## config.mk

```make
export PLATFORM = sky130hd
export DESIGN_NAME = fetch_next_pc_gen
export DESIGN_NICKNAME = d
export VERILOG_FILES = /design/src/rtl/fetch_pkg.sv /design/src/rtl/fetch_slot_prio_enc.sv /design/src/rtl/fetch_next_pc_gen.sv
export SDC_FILE = /design/constraint.sdc
export NUM_CORES = 1
export LEC_CHECK = 0
export CORE_ASPECT_RATIO = 1.75
export CORE_MARGIN = 8
export CORE_UTILIZATION = 35
export DETAILED_ROUTE_END_ITERATION = 16
export PLACE_DENSITY = 0.74
export RECOVER_POWER = 25
export SLEW_MARGIN = 5
export SYNTH_ARGS = -nofsm -noshare
export SYNTH_HDL_FRONTEND = slang
export SYNTH_SLANG_ARGS = --single-unit
```

## constraint.sdc

```tcl
create_clock -name clk -period 2.4 [get_ports clk]
set_clock_uncertainty 0.15 [all_clocks]
set_input_delay 0.24 -clock clk [delete_from_list [all_inputs] [get_ports clk]]
set_output_delay 0.24 -clock clk [all_outputs]
set_load 0.01 [all_outputs]
```

## src/rtl/fetch_pkg.sv

```systemverilog
// Shared fetch-stage types and constants for the next-PC generator.
package fetch_pkg;

    localparam int unsigned FETCH_WIDTH = 5;
    localparam int unsigned SLOT_IDX_W  = 3;
    localparam int unsigned PC_STEP     = 4;

    typedef enum logic [0:0] {
        FETCH,
        WAIT_JALR
    } fetch_state_e;

    // Slots 0..slot inclusive are valid in a group truncated at slot.
    function automatic logic [FETCH_WIDTH-1:0] slot_mask(input logic [SLOT_IDX_W-1:0] slot);
        logic [FETCH_WIDTH-1:0] m;
        m = '0;
        for (int i = 0; i < FETCH_WIDTH; i++) begin
            if (i <= int'(slot)) begin
                m[i] = 1'b1;
            end
        end
        return m;
    endfunction

endpackage

```

## src/rtl/fetch_slot_prio_enc.sv

```systemverilog
// Lowest-index priority encoder over the fetch-group slots.
module fetch_slot_prio_enc
    import fetch_pkg::*;
(
    input  logic [FETCH_WIDTH-1:0] req_i,
    output logic                   found_o,
    output logic [SLOT_IDX_W-1:0]  idx_o
);

    always_comb begin
        found_o = 1'b0;
        idx_o   = '0;
        // Descending scan so the lowest set request is the last one written.
        for (int i = FETCH_WIDTH - 1; i >= 0; i--) begin
            if (req_i[i]) begin
                found_o = 1'b1;
                idx_o   = SLOT_IDX_W'(i);
            end
        end
    end

endmodule

```

## src/rtl/fetch_next_pc_gen.sv

```systemverilog
// Fetch-group PC register and next-PC selection; JALR_STALL_ON_MISS_EN enables
// the WAIT_JALR stall on an unpredicted JALR and the stall cycle counter.
module fetch_next_pc_gen
    import fetch_pkg::*;
#(
    parameter int unsigned           ADDR_WIDTH = 32,
    parameter logic [ADDR_WIDTH-1:0] RESET_PC   = '0
) (
    input  logic                  clk,
    input  logic                  reset,
    output logic [ADDR_WIDTH-1:0] current_pc_0,
    output logic [ADDR_WIDTH-1:0] current_pc_1,
    output logic [ADDR_WIDTH-1:0] current_pc_2,
    output logic [ADDR_WIDTH-1:0] current_pc_3,
    output logic [ADDR_WIDTH-1:0] current_pc_4,
    input  logic                  is_jalr_i_0,
    input  logic                  is_jalr_i_1,
    input  logic                  is_jalr_i_2,
    input  logic                  is_jalr_i_3,
    input  logic                  is_jalr_i_4,
    input  logic                  jalr_prediction_valid_i,
    input  logic [ADDR_WIDTH-1:0] jalr_prediction_target_i,
    input  logic                  branch_taken_i,
    input  logic [2:0]            branch_slot_i,
    input  logic [ADDR_WIDTH-1:0] branch_target_i,
    input  logic                  redirect_valid_i,
    input  logic [ADDR_WIDTH-1:0] redirect_pc_i,
    input  logic                  fetch_ready_i,
    output logic                  fetch_valid_o,
    output logic [4:0]            group_mask_o,
    output logic                  jalr_stall_o,
    output logic [15:0]           stall_count_o
);

    localparam logic [ADDR_WIDTH-1:0] AlignMask = ~ADDR_WIDTH'(3);
    localparam logic [ADDR_WIDTH-1:0] GroupStep = ADDR_WIDTH'(PC_STEP * FETCH_WIDTH);

    logic [ADDR_WIDTH-1:0]  pc_q, pc_d;
    fetch_state_e           state_q, state_d;
    logic [FETCH_WIDTH-1:0] jalr_req;
    logic                   jalr_found;
    logic [SLOT_IDX_W-1:0]  jalr_slot;
    logic                   cf_is_branch, cf_is_jalr;
    logic [SLOT_IDX_W-1:0]  cf_slot;

    assign current_pc_0 = pc_q;
    assign current_pc_1 = pc_q + ADDR_WIDTH'(1 * PC_STEP);
    assign current_pc_2 = pc_q + ADDR_WIDTH'(2 * PC_STEP);
    assign current_pc_3 = pc_q + ADDR_WIDTH'(3 * PC_STEP);
    assign current_pc_4 = pc_q + ADDR_WIDTH'(4 * PC_STEP);

    assign jalr_req = {is_jalr_i_4, is_jalr_i_3, is_jalr_i_2, is_jalr_i_1, is_jalr_i_0};

    fetch_slot_prio_enc u_jalr_enc (
        .req_i   (jalr_req),
        .found_o (jalr_found),
        .idx_o   (jalr_slot)
    );

    // A slot holds one instruction, so an equal slot can only mean the branch.
    assign cf_is_branch = branch_taken_i && (!jalr_found || (branch_slot_i <= jalr_slot));
    assign cf_is_jalr   = jalr_found && !cf_is_branch;
    assign cf_slot      = cf_is_branch ? branch_slot_i : jalr_slot;

    always_comb begin
        pc_d          = pc_q;
        state_d       = state_q;
        fetch_valid_o = 1'b0;
        group_mask_o  = '0;
        jalr_stall_o  = 1'b0;

        unique case (state_q)
            FETCH: begin
                if (!redirect_valid_i) begin
                    fetch_valid_o = 1'b1;
                    group_mask_o  = (cf_is_branch || cf_is_jalr) ? slot_mask(cf_slot) : '1;
                    if (fetch_ready_i) begin
                        if (cf_is_branch) begin
                            pc_d = branch_target_i & AlignMask;
                        end else if (cf_is_jalr) begin
                            if (jalr_prediction_valid_i) begin
                                pc_d = jalr_prediction_target_i & AlignMask;
                            end else begin
`ifdef JALR_STALL_ON_MISS_EN
                                state_d = WAIT_JALR;
`else
                                pc_d = pc_q + ADDR_WIDTH'({({1'b0, jalr_slot} + 4'd1), 2'b00});
`endif
                            end
                        end else begin
                            pc_d = pc_q + GroupStep;
                        end
                    end
                end
            end
            WAIT_JALR: begin
                jalr_stall_o = 1'b1;
            end
            default: begin
                state_d = FETCH;
            end
        endcase

        if (redirect_valid_i) begin
            pc_d    = redirect_pc_i & AlignMask;
            state_d = FETCH;
        end

        if (reset) begin
            fetch_valid_o = 1'b0;
            group_mask_o  = '0;
        end
    end

    always_ff @(posedge clk or posedge reset) begin
        if (reset) begin
            pc_q    <= RESET_PC;
            state_q <= FETCH;
        end else begin
            pc_q    <= pc_d;
            state_q <= state_d;
        end
    end

`ifdef JALR_STALL_ON_MISS_EN
    logic [15:0] stall_cnt_q, stall_cnt_d;

    always_comb begin
        stall_cnt_d = stall_cnt_q;
        if ((state_q == WAIT_JALR) && (stall_cnt_q != 16'hFFFF)) begin
            stall_cnt_d = stall_cnt_q + 16'd1;
        end
    end

    always_ff @(posedge clk or posedge reset) begin
        if (reset) begin
            stall_cnt_q <= '0;
        end else begin
            stall_cnt_q <= stall_cnt_d;
        end
    end

    assign stall_count_o = stall_cnt_q;
`else
    assign stall_count_o = '0;
`endif

endmodule

```

== After elaboration in Yosys (flattened, before gate mapping) ==
Cells that the tools add are included.
Operators by class
  add/sub/neg operators: 7
  $mul: 0
  div/mod/pow operators: 0
  magnitude comparators: 5
  equal/unequal tests: 0
  shifts and indexed selects: 0
  muxes and demuxes: 25
  bitwise operators: 0
  reduce and logical (&&, ||, !) cells: 7
Operators with widths (count)
  32-bit 2-to-1 mux: 5
  32-bit by 4-bit adder with 32-bit output, second input constant: 2
  32-bit by 5-bit adder with 32-bit output, second input constant: 2
  32-bit by 3-bit adder with 32-bit output, second input constant: 1
  32-bit by 6-bit adder with 32-bit output: 1
  3-bit 2-to-1 mux: 6
  5-bit 2-to-1 mux: 3
  1-bit 2-to-1 mux: 11
  2-bit by 3-bit less-or-equal comparator with 1-bit output, first input constant: 2
  3-bit by 1-bit adder with 4-bit output, second input constant: 1
  1-bit by 3-bit less-or-equal comparator with 1-bit output, first input constant: 1
  3-bit less-or-equal comparator: 1
  3-bit less-or-equal comparator, first input constant: 1
  1-bit logical AND: 2
  1-bit zero test: 2
  1-bit logical OR: 2
  2-bit nonzero test: 1
Word-level totals
  bits in registers: 32
  bits in latches: 0
  RAM bits: 0
  bits in read-only memories: 0
  input port bits: 110
  output and inout port bits: 183
  logic and storage cells: 45
  memories: 0

== Logic depth before layout (Yosys ltp) ==
Gate-level depths: netlist (run 1).
  depth in word-level cells: 14
  depth in mapped cells: 14
  depth with buffers taken out: 13

== Hierarchy ==
From an unflattened synthesis (run 1), not the netlist that was laid out.
Unflattened totals
  cell total of the unflattened synthesis: 820
  area, all modules: 5799.3 µm²
By module, submodules not included
  fetch_next_pc_gen: instances 1, cells each 812, area an instance 5750.5 µm²
  fetch_slot_prio_enc: instances 1, cells each 8, area an instance 48.8 µm²

== Worst setup path after synthesis (run 1) ==
No wires, ideal clock.
  path kind: input port to flip-flop
  start point: in is_jalr_i_3
  end point: reg pc_q[10], in the netlist current_pc_0[10]
  data arrival time: 2.582 ns
  data required time: 2.185 ns
  setup slack: -0.398 ns
  cell stages on the path: 13
  path buffers: 0
  cell sequence: nor2b_1 o21bai_1 inv_1 ha_1 inv_1 fa_1 nor2b_1 o21a_1 o21ai_1 xnor2_1 mux2i_1 a2111oi_0 a211o_1
On the way
  cells in the longest elaborated chain, start to end: 13
  elaborated cells on any way between the ends: 21
  classes of those cells: add/sub: 2; order compare: 1; mux: 13; reduce/logical: 5
Ends and longest elaborated chain
  start: declaration: line fetch_next_pc_gen.sv:19  | input logic is_jalr_i_3,
  branches (longest 10 deep; another with 32-bit by 6-bit adder with 32-bit output)
  32-bit 2-to-1 mux *: line fetch_next_pc_gen.sv:78  | if (cf_is_branch) begin
  32-bit 2-to-1 mux *: line fetch_next_pc_gen.sv:77  | if (fetch_ready_i) begin
  32-bit 2-to-1 mux *: line fetch_next_pc_gen.sv:104  | if (redirect_valid_i) begin
  end signal: assignment: line fetch_next_pc_gen.sv:120  | pc_q <= pc_d;
  end: declaration: line fetch_next_pc_gen.sv:38  | logic [ADDR_WIDTH-1:0] pc_q, pc_d;
Every way passes the cells marked *. The select of a mux whose other input is x is not followed.
A chain may end at the register's enable or synchronous reset.

== Worst setup path after layout (run 1) ==
  start point: reg pc_q[4], in the netlist current_pc_0[4]
  end point: out current_pc_3[23]
On the way
  cells in the longest elaborated chain, start to end: 1
Ends and longest elaborated chain
  32-bit by 4-bit adder with 32-bit output: line fetch_next_pc_gen.sv:49  | assign current_pc_3 = pc_q + ADDR_WIDTH'(3 * PC_STEP);
  end: declaration: line fetch_next_pc_gen.sv:14  | output logic [ADDR_WIDTH-1:0] current_pc_3,
Every way passes these cells.

==> results of run 1 <==
-- cells by family (layout without fill, tap and decap cells) --
family          count (synthesis)  after routing  synth area share, %
compound gates                182            182                 19.4
xor+xnor                      155            155                 23.3
fa+ha+maj                      16             16                 3.57
buf+inv                       119            571                 11.3
flops                          30             30                 12.9
mux                             4              4                0.731
other cells                     1             29               0.0645
simple gates                  320            320                 28.6
-- worst max-delay path, stage by stage, from the launching register on --
cell     delay, ps
dfrtp_2        370
buf_6          120
buf_6          100
ha_4           130
a21oi_4         60
or2_4          270
nor3_4         190
buf_6          140
nand3_4        110
buf_4          170
nor2_4          80
xor2_1         150
buf_2          150
-- per-layer routing --
metal	wire length [microns]	track usage [%]	vias to the layer above	share of wire (%)
met5	0	0	-	0
met3	3400	6.21	238	9.3
met1	11600	29.0	4189	32
met2	18500	54.8	701	51
li1	-	-	3775	-
met4	3090	17.7	0	8.4
-- cells in the final DEF (no fill, tap or decap), drive strengths merged, types with 3 or more instances in the layout --
| cell | count |
|---|---|
| xor2 | 64 |
| inv | 13 |
| or3 | 3 |
| nand3 | 42 |
| nor3 | 29 |
| a22oi | 3 |
| buf | 375 |
| o211ai | 15 |
| or2 | 3 |
| a21oi | 49 |
| dlygate4sd2 | 10 |
| o2111ai | 5 |
| nor2b | 9 |
| xnor2 | 91 |
| a211oi | 9 |
| a21o | 4 |
| clkdlybuf4s15 | 5 |
| dfrtp | 30 |
| o22ai | 3 |
| nor4 | 10 |
| nor2 | 67 |
| nand4 | 17 |
| a31oi | 5 |
| o21ai | 61 |
| dlymetal6s2s | 3 |
| a221oi | 7 |
| clkdlybuf4s50 | 139 |
| conb | 28 |
| nor3b | 22 |
| o31ai | 4 |
| clkbuf | 22 |
| ha | 15 |
| nand2 | 104 |
| nand2b | 5 |
-- how the worst max path moves through the flow --
| stage | endpoint | start | slack (ps) | cells after the start |
|---|---|---|---|---|
| finish | current_pc_3[23] | current_pc_0[4] | -340 | 12 |
| CTS | group_mask_o[3] | is_jalr_i_3 | -350 | 14 |
| global route | current_pc_3[23] | current_pc_0[3] | -410 | 11 |
| floorplan | current_pc_0[18] | is_jalr_i_3 | -260 | 13 |
| detailed placement | group_mask_o[3] | is_jalr_i_3 | -1050 | 11 |
| global placement | group_mask_o[1] | is_jalr_i_3 | -990 | 12 |
-- layout make-up --
type	count	share of cell area, %
multi-input combinational	705	50.4
timing repair buffer	549	39.0
sequential	30	6.48
tap	224	2.38
clock buffer	6	1.18
inverter	14	0.467
clock inverter	2	0.106
antenna	1	0.0212
-- per-stage QoR --
step / setup slack (ps) / std cells / hold WS [ps] / power, W / util (%)
after CTS: -350 / 1494 / 360 / 0.00418 / 65.2
after detailed placement: -1050 / 1455 / 664 / 0.00345 / 61.1
after global placement: -990 / 1455 / 657 / 0.00342 / 61.1
after floorplan: -264 / 854 / 181 / 0.00194 / -
after global routing: -410 / 1531 / 372 / 0.00473 / 72.1
final: -335 / 1531 / 375 / 0.00457 / 72.1
-- where the power goes --
group / switching (W) / leakage [nW] / internal, W
Sequential: 0.000105 / 0.353 / 0.000573
Combinational: 0.00166 / 4.74 / 0.00151
Clock: 0.000300 / 0.0729 / 0.000413
-- what timing repair did --
action | CTS | global route
resized for setup | 513 | 291
hold endpoints to repair | 0 | 0
buffers inserted | 31 | 40
cloned | 0 | 1
pin swaps | 94 | 127
endpoints found under the setup margin | 138 | 131
==> impl_metrics.yaml, run 1 <==
outcome:
  outcome: "finished, violations left"
  failed_checks: "negative setup slack"
setup_path:
  rrSetupSlack_ps: -290
  r2r-start: "current_pc_0[2]"
  timing.rr.end: "current_pc_0[28]"
  path_max_fanout: 4
  cp.arrival_ps: 2350
  critPathLaunchType: "flop"
  cp-end-kind: "primary output"
  cp.required_ps: 2010
  ff2ff_path_depth: 12
  worst-setup-path-type: "flop to primary output"
timing:
  fmax_ghz: 0.366
  worst_slew_pin_slew_ps: 1010
  relSlewSlack_pct: 33.0
  rsz0062_at_grt: "true"
  hold_viol_final: 0
  fin_setup_tns_ps: -13150
  timing.final.crit_share_pct: 114
  layout_setup_ws_ps: -335
  slew_viol_final: 0
  setup_viol: 98
  finalWorstPathRequiredPeriod_ps: 2740
global_route:
  grt_usage_pct: 29.6
  grt_pass1_vias: 8585
  overflow: 0
  antenna_found_initial: 1
  grt_pass1_wl_microns: 48800
  grt_max_degree: 51
layout:
  drive_gt1_share_pct: 48.1
  fin_area_sq_um: 11800
  multi_input_area_sq_um: 5950
  nets: 1431
  largest_reg_flops: 30
  fillers: 1140
  areaGrowthSynthToFinish_pct: 103
  seqCellArea_sq_um: 764
clock_tree:
  cts_tree: "yes"
  root_buffer: "clkbuf_16"
  holdBufCountCts: 0
  clockBufferDepth: 2
  clk-insertion-delay-late_ps: 290
  cts_made_buffers: 5
  numClockSinks: 30
  htreeDepth: 2
  clkTransAtPathRegs_ps: 70
yosys:
  synth-edff-count: 0
  ys.flop_type: "dfrtp_1"
  syn_area_per_cell_sq_um: 7.03
  synth_common_cells: "nand2_1 (103), xnor2_1 (91), nor2_1 (65)"
  ys_types: 68
  ys_seq_area_share_pct: 12.9
  synthTopCellsByArea: "xnor2_1 (14%), dfrtp_1 (13%), xor2_1 (9.6%)"
  yosys_warnings: 0
  netlist.area_leader.share_pct: 13.7
  netlist_area_sq_um: 5820
  post-synth-top-count-cell: "nand2_1"
  yosys.area.top_type: "xnor2_1"
  synth_cells: 827
  synthArstFlopShare_pct: 100
  ys_ff_latch: 30
routing:
  drtPass1Iterations: 7
  drtIter0Drc: 814
  ant_nets: 0
  avgRoutedWirePerCell_microns: 23.9
  drc_errors: 0
  wirelength_microns: 36600
  vias_per_cell: 5.82
  via_count: 8903
power:
  p_leak_nw: 5.17
  pwr_density_cell_nw_per_um2: 387
  ir_worst_vdd_mv: 0.258
hold_path:
  worstHoldStart: "redirect_pc_i[3]"
  worstHoldPathCells: 3
  worstHoldPathType: "input pin to flop"
  hold_path_end: "current_pc_0[3]"
placed_design:
  place.gp.congestion: 1.00
  numPortBuffers: 259
  placed_area_sq_um: 10000
  hpwl_microns: 25300
floorplanning:
  std_cell_rows: 62
  die_area_sq_um: 21200
  die_w_microns: 113
  die_y_microns: 187
  start_util_pct: 35.5
  core_sq_um: 16400
  ios: 293
run:
  max_cap_violations: 0
No activity file was read; power rests on OpenSTA's default activity.
==> run 2, diff against run 1 <==
--- a/config.mk
+++ b/config.mk
@@ -11,3 +11,3 @@
 export DETAILED_ROUTE_END_ITERATION = 16
-export PLACE_DENSITY = 0.74
+export PLACE_DENSITY = 0.72
 export RECOVER_POWER = 25
==> constraint.sdc (replaced) <==
create_clock -name clk -period 3.1 [get_ports clk]
set_clock_uncertainty 0.15 [all_clocks]
set_input_delay 0.31 -clock clk [delete_from_list [all_inputs] [get_ports clk]]
set_output_delay 0.31 -clock clk [all_outputs]
set_load 0.02 [all_outputs]
==> run 2 against run 1 <==
Compared with the run above: the run ends with max-capacitance violations, max-slew violations left; wire length down 18%; non-clock buffer count decreased by 168; total power shrank 27%; count of clock-buffer cells in the layout unchanged; combinational power down 30%; sequential share of layout area is 1.5 points higher; cell count fell by 11%; die area did not move; critical path depth is 5 lower; sequential cell count unchanged; critical path type unchanged; largest cell class unchanged; highest routed layer unchanged.
==> impl_metrics.yaml, run 2 (same netlist as run 1, synthesis figures left out) <==
outcome:
  outcome: "finished, violations left"
  failed_checks: "max-capacitance violations, max-slew violations"
timing:
  slew_viol_final: 31
  finalWorstPathRequiredPeriod_ps: 3090
  worst_slew_pin_slew_ps: 1990
  relSlewSlack_pct: -32.7
  setup_viol: 0
  timing.final.crit_share_pct: 99.6
  hold_viol_final: 0
  fmax_ghz: 0.324
layout:
  areaGrowthSynthToFinish_pct: 63.4
  final_cells: 1364
  nets: 1263
  final_common_cell: "clkdlybuf4s50_1"
  layout_common_cells: "clkdlybuf4s50_1 (176), buf_4 (120), nand2_1 (102)"
  largest_reg_flops: 30
  multi_input_area_sq_um: 4690
  drive_gt1_share_pct: 17.5
  seqCellArea_sq_um: 758
  fillers: 1562
power:
  ir_worst_vdd_mv: 0.211
  power_w: 0.00334
  p_leak_nw: 4.06
  pwr_density_cell_nw_per_um2: 352
global_route:
  antenna_found_initial: 2
  grt_pass1_vias: 7799
  use_met3_pct: 4.43
  overflow: 0
  grt_usage_pct: 27.4
  grt_pass1_wl_microns: 44900
  busiest_layer: "met2"
  grt_max_degree: 40
  met2_usage_pct: 51.5
  met1_usage_pct: 27.8
setup_path:
  max_stage_delay_ps: 620
  worst_path_most_repeated_cell: "buf_4"
  ff2ff_path_depth: 11
  critPathLaunchType: "flop"
  cp.required_ps: 2640
  worst-setup-path-type: "flop to primary output"
  cp.arrival_ps: 2630
  path_max_fanout: 13
  cp-end-kind: "primary output"
  path_cells: "buf_4 -> nand2_1 -> nor2_2 -> buf_4 -> nand3_1 -> xnor2_1 -> clkdlybuf4s50_1"
  worst_path_max_delay_cell: "clkdlybuf4s50_1"
routing:
  drtPass1Iterations: 5
  avgRoutedWirePerCell_microns: 21.9
  ant_nets: 0
  wirelength_microns: 29900
  vias_per_cell: 5.47
  drc_errors: 0
  drtIter0Drc: 539
  via_count: 7463
placed_design:
  placed_cells: 1349
  hpwl_microns: 23700
  place.gp.congestion: 0.967
  numPortBuffers: 259
floorplanning:
  die_area_sq_um: 21200
  die_w_microns: 113
  die_y_microns: 187
  ios: 293
  core_sq_um: 16400
  std_cell_rows: 62
  start_util_pct: 35.5
clock_tree:
  cts_tree: "yes"
  htreeDepth: 2
  clkTransAtPathRegs_ps: 60
  clk-insertion-delay-late_ps: 290
  root_buffer: "clkbuf_16"
  clockBufferDepth: 2
  cts_made_buffers: 5
  numClockSinks: 30
hold_path:
  worstHoldPathType: "input pin to flop"
  worstHoldPathCells: 3
run:
  max_cap_violations: 1
-- run 2: cell count changes in the layout (fill, tap and decap cells not counted), sizes merged --
cell	change
clkinv	-1
dlygate4sd3	+20
bufinv	+1
buf	-250
dlygate4sd2	+9
diode	+1
clkbuf	-10
dlymetal6s2s	+29
clkdlybuf4s15	-3
clkdlybuf4s50	+37
-- run 2: what timing repair did --
action | CTS | global route
setup endpoints to repair | 84 | 72
pin swaps | 10 | 8
buffers inserted | 4 | 1
hold buffers | 0 | 0
resized for setup | 70 | 60
cloned | 0 | 0
-- run 2: per-layer routing --
metal,wire length [microns],up-vias
li1,-,3418
met1,10300,3550
met2,15900,402
met3,2100,93
met4,1590,0
met5,0,-
-- run 2: path summary, 6_finish.rpt --
path                                    startpoint               end  slack, ps
worst min register to register     current_pc_0[2]   current_pc_0[2]        660
worst max-delay path              current_pc_0[12]  current_pc_2[16]         10
max in group asynchronous                    reset  current_pc_0[17]        450
worst max register to register     current_pc_0[2]  current_pc_0[18]        330
worst min-delay path            branch_target_i[6]   current_pc_0[6]        440
min in group asynchronous                    reset   current_pc_0[6]       1050
-- run 2: critical path: cells and delay by family (launching register included) --
kind / cells / cell delay, ps
buffers and inverters: 3 / 1110
AND/OR/NAND/NOR: 3 / 600
XOR/XNOR: 1 / 150
flip-flops: 1 / 470
-- run 2: final cells by class --
cell class / count / area share, %
Antenna cell: 2 / 0.0527
Multi-Input combinational cell: 705 / 49.4
Timing Repair Buffer: 381 / 37.3
Inverter: 14 / 0.553
Sequential cell: 30 / 7.98
Clock inverter: 2 / 0.395
Tap cell: 224 / 2.95
Clock buffer: 6 / 1.36
-- run 2: metrics by stage --
step	setup TNS (ps)	cell area, sq um	hold slack [ps]	utilization [%]	worst slack, ps
after global placement	-13910	9100	616	55.6	-587
after CTS	0	9360	440	57.2	2.20
after global routing	-25.3	9500	477	58.0	-16.3
after detailed placement	-17690	9100	654	55.6	-658
final	0	9500	436	58.0	13.9
after floorplan	0	5920	251	-	39.6
-- run 2: where the power goes --
part | internal [W] | total [W] | switching (W)
sequential | 0.000442 | 0.000525 | 0.0000836
clock | 0.000380 | 0.000592 | 0.000212
combinational | 0.000988 | 0.00223 | 0.00124
total | 0.00181 | 0.00334 | 0.00153
==> run 3, diff against run 2 <==
Settings changed: CTS_BUF_LIST from default to sky130_fd_sc_hd__clkbuf_8 sky130_fd_sc_hd__clkbuf_16.
==> run 3 against run 2 <==
Compared with the run above: the run still ends with max-capacitance violations, max-slew violations left; sequential share of layout area is the same; first-iteration DRC count is the same; critical path depth is the same; count of clock-buffer cells in the layout shrank 1; non-clock buffer count is the same; die area is the same; wire length is essentially flat; utilization is the same.
==> impl_metrics.yaml, run 3 (same netlist as run 1, synthesis figures left out) <==
routing:
  drtIter0Drc: 539
  drc_errors: 0
  ant_nets: 0
  avgRoutedWirePerCell_microns: 21.9
  vias_per_cell: 5.48
  wirelength_microns: 29900
  via_count: 7468
  drtPass1Iterations: 5
global_route:
  overflow: 0
  grt_pass1_wl_microns: 44900
  grt_pass1_vias: 7799
  grt_usage_pct: 27.4
  antenna_found_initial: 2
  busiest_layer: "met2"
  met1_usage_pct: 27.8
  grt_max_degree: 40
  met2_usage_pct: 51.5
  use_met3_pct: 4.43
setup_path:
  rrSetupSlack_ps: 330
  worst-setup-path-type: "flop to primary output"
  cp-startpoint: "current_pc_0[12]"
  path_cells: "buf_4 -> nand2_1 -> nor2_2 -> buf_4 -> nand3_1 -> xnor2_1 -> clkdlybuf4s50_1"
  crit_buf_inv: 3
  worst_path_max_delay_cell: "clkdlybuf4s50_1"
  timing.rr.end: "current_pc_0[18]"
  cp.required_ps: 2640
  max_stage_delay_ps: 620
  r2r-start: "current_pc_0[2]"
  cp.arrival_ps: 2620
  critPathLaunchType: "flop"
  ff2ff_path_depth: 11
  cp-end-kind: "primary output"
  path_max_fanout: 13
  cp_top_family: "buffers and inverters"
  worst_path_most_repeated_cell: "buf_4"
clock_tree:
  holdBufCountCts: 0
  cts_made_buffers: 5
  clk-insertion-delay-late_ps: 290
  cts_tree: "yes"
  numClockSinks: 30
  clockBufferDepth: 2
  clkTransAtPathRegs_ps: 60
  root_buffer: "clkbuf_16"
  htreeDepth: 2
timing:
  timing.final.crit_share_pct: 99.4
  fmax_ghz: 0.324
  worst_slew_pin_slew_ps: 2000
  hold_viol_final: 0
  finalWorstPathRequiredPeriod_ps: 3080
  relSlewSlack_pct: -33.6
  fin_setup_tns_ps: 0
  holdWs_ps: 437
  setup_viol: 0
  slew_viol_final: 31
power:
  pwr_density_cell_nw_per_um2: 351
  pwr-share-comb_pct: 66.7
  p_switching_w: 0.00153
  swShare_pct: 45.9
  internal_power_w: 0.00181
  ir_worst_vdd_mv: 0.211
  p_leak_nw: 4.06
  power_w: 0.00334
  clkPwrFrac_pct: 17.5
  seqPwrFrac_pct: 15.8
placed_design:
  place.gp.congestion: 0.967
  numPortBuffers: 259
  placed_cells: 1349
  hpwl_microns: 23700
outcome:
  failed_checks: "max-capacitance violations, max-slew violations"
  outcome: "finished, violations left"
hold_path:
  worstHoldStart: "branch_target_i[6]"
  hold_path_end: "current_pc_0[6]"
  worstHoldPathType: "input pin to flop"
  worstHoldPathCells: 3
layout:
  final_cells: 1364
  final_common_cell: "clkdlybuf4s50_1"
  nets: 1263
  areaGrowthSynthToFinish_pct: 63.4
  largest_reg_flops: 30
  layout_common_cells: "clkdlybuf4s50_1 (176), buf_4 (120), nand2_1 (102)"
  fillers: 1562
  multi_input_area_sq_um: 4690
  drive_gt1_share_pct: 17.5
  seqCellArea_sq_um: 758
floorplanning:
  std_cell_rows: 62
  die_y_microns: 187
  start_util_pct: 35.5
  die_area_sq_um: 21200
  ios: 293
  core_sq_um: 16400
  die_w_microns: 113
run:
  max_cap_violations: 1
## run 3: cell types whose count changed in the layout (fill, tap and decap cells not counted)
cell / delta
clkbuf_1: -1
inv_1: +1
## run 3: what timing repair did
item / CTS / global route
buffers inserted: 4 / 1
resized for setup: 70 / 60
pin swaps: 10 / 8
endpoints found under the setup margin: 84 / 72
## run 3: how the worst max path moves through the flow
| stage | depth (start not counted) | slack (ps) | endpoint |
|---|---|---|---|
| finish | 7 | 20 | current_pc_2[16] |
| global route | 8 | -20 | current_pc_3[31] |
| CTS | 8 | 2 | current_pc_2[17] |
| detailed placement | 14 | -660 | current_pc_0[10] |
| global placement | 10 | -590 | group_mask_o[3] |
| floorplan | 9 | 40 | group_mask_o[3] |
## run 3: layer usage
metal / vias to the layer above / wire length (microns)
met5: - / 0
met4: 0 / 1560
met3: 86 / 2110
met2: 408 / 15900
met1: 3557 / 10300
li1: 3417 / -
## run 3: layout make-up
type                       instances  share of cell area (%)
multi-input combinational        705                    49.4
timing repair buffer             381                    37.3
sequential                        30                    7.98
tap                              224                    2.95
clock buffer                       5                    1.32
inverter                          14                   0.553
clock inverter                     3                   0.435
antenna                            2                  0.0527
## run 3: per-stage QoR
stage | utilization (%) | instance area [sq um] | setup slack [ps]
2_1_floorplan | - | 5920 | 39.6
3_3_place_gp | 55.6 | 9100 | -587
3_5_place_dp | 55.6 | 9100 | -658
4_1_cts | 57.2 | 9360 | 2.20
5_1_grt | 58.0 | 9500 | -16.3
6_report | 58.0 | 9500 | 17.4
## run 3: power by group through the flow
stage                     Sequential, W  Clock [W]  Combinational (W)
after CTS                      0.000522   0.000585            0.00224
after global placement         0.000526          0            0.00223
after detailed placement       0.000527          0            0.00224
after global routing           0.000530   0.000596            0.00234
after floorplan                0.000555          0            0.00114
final                          0.000526   0.000585            0.00223
## run 3: worst register-to-register path, cell delays in order (launching register included)
cell and delay [ps]:
dfrtp_1 480, ha_1 250, inv_1 80, fa_2 340, nor2b_1 160, o21a_1 210
buf_4 150, o211ai_1 140, xnor2_1 170, o211ai_1 200, a21oi_1 90, a211o_1 230
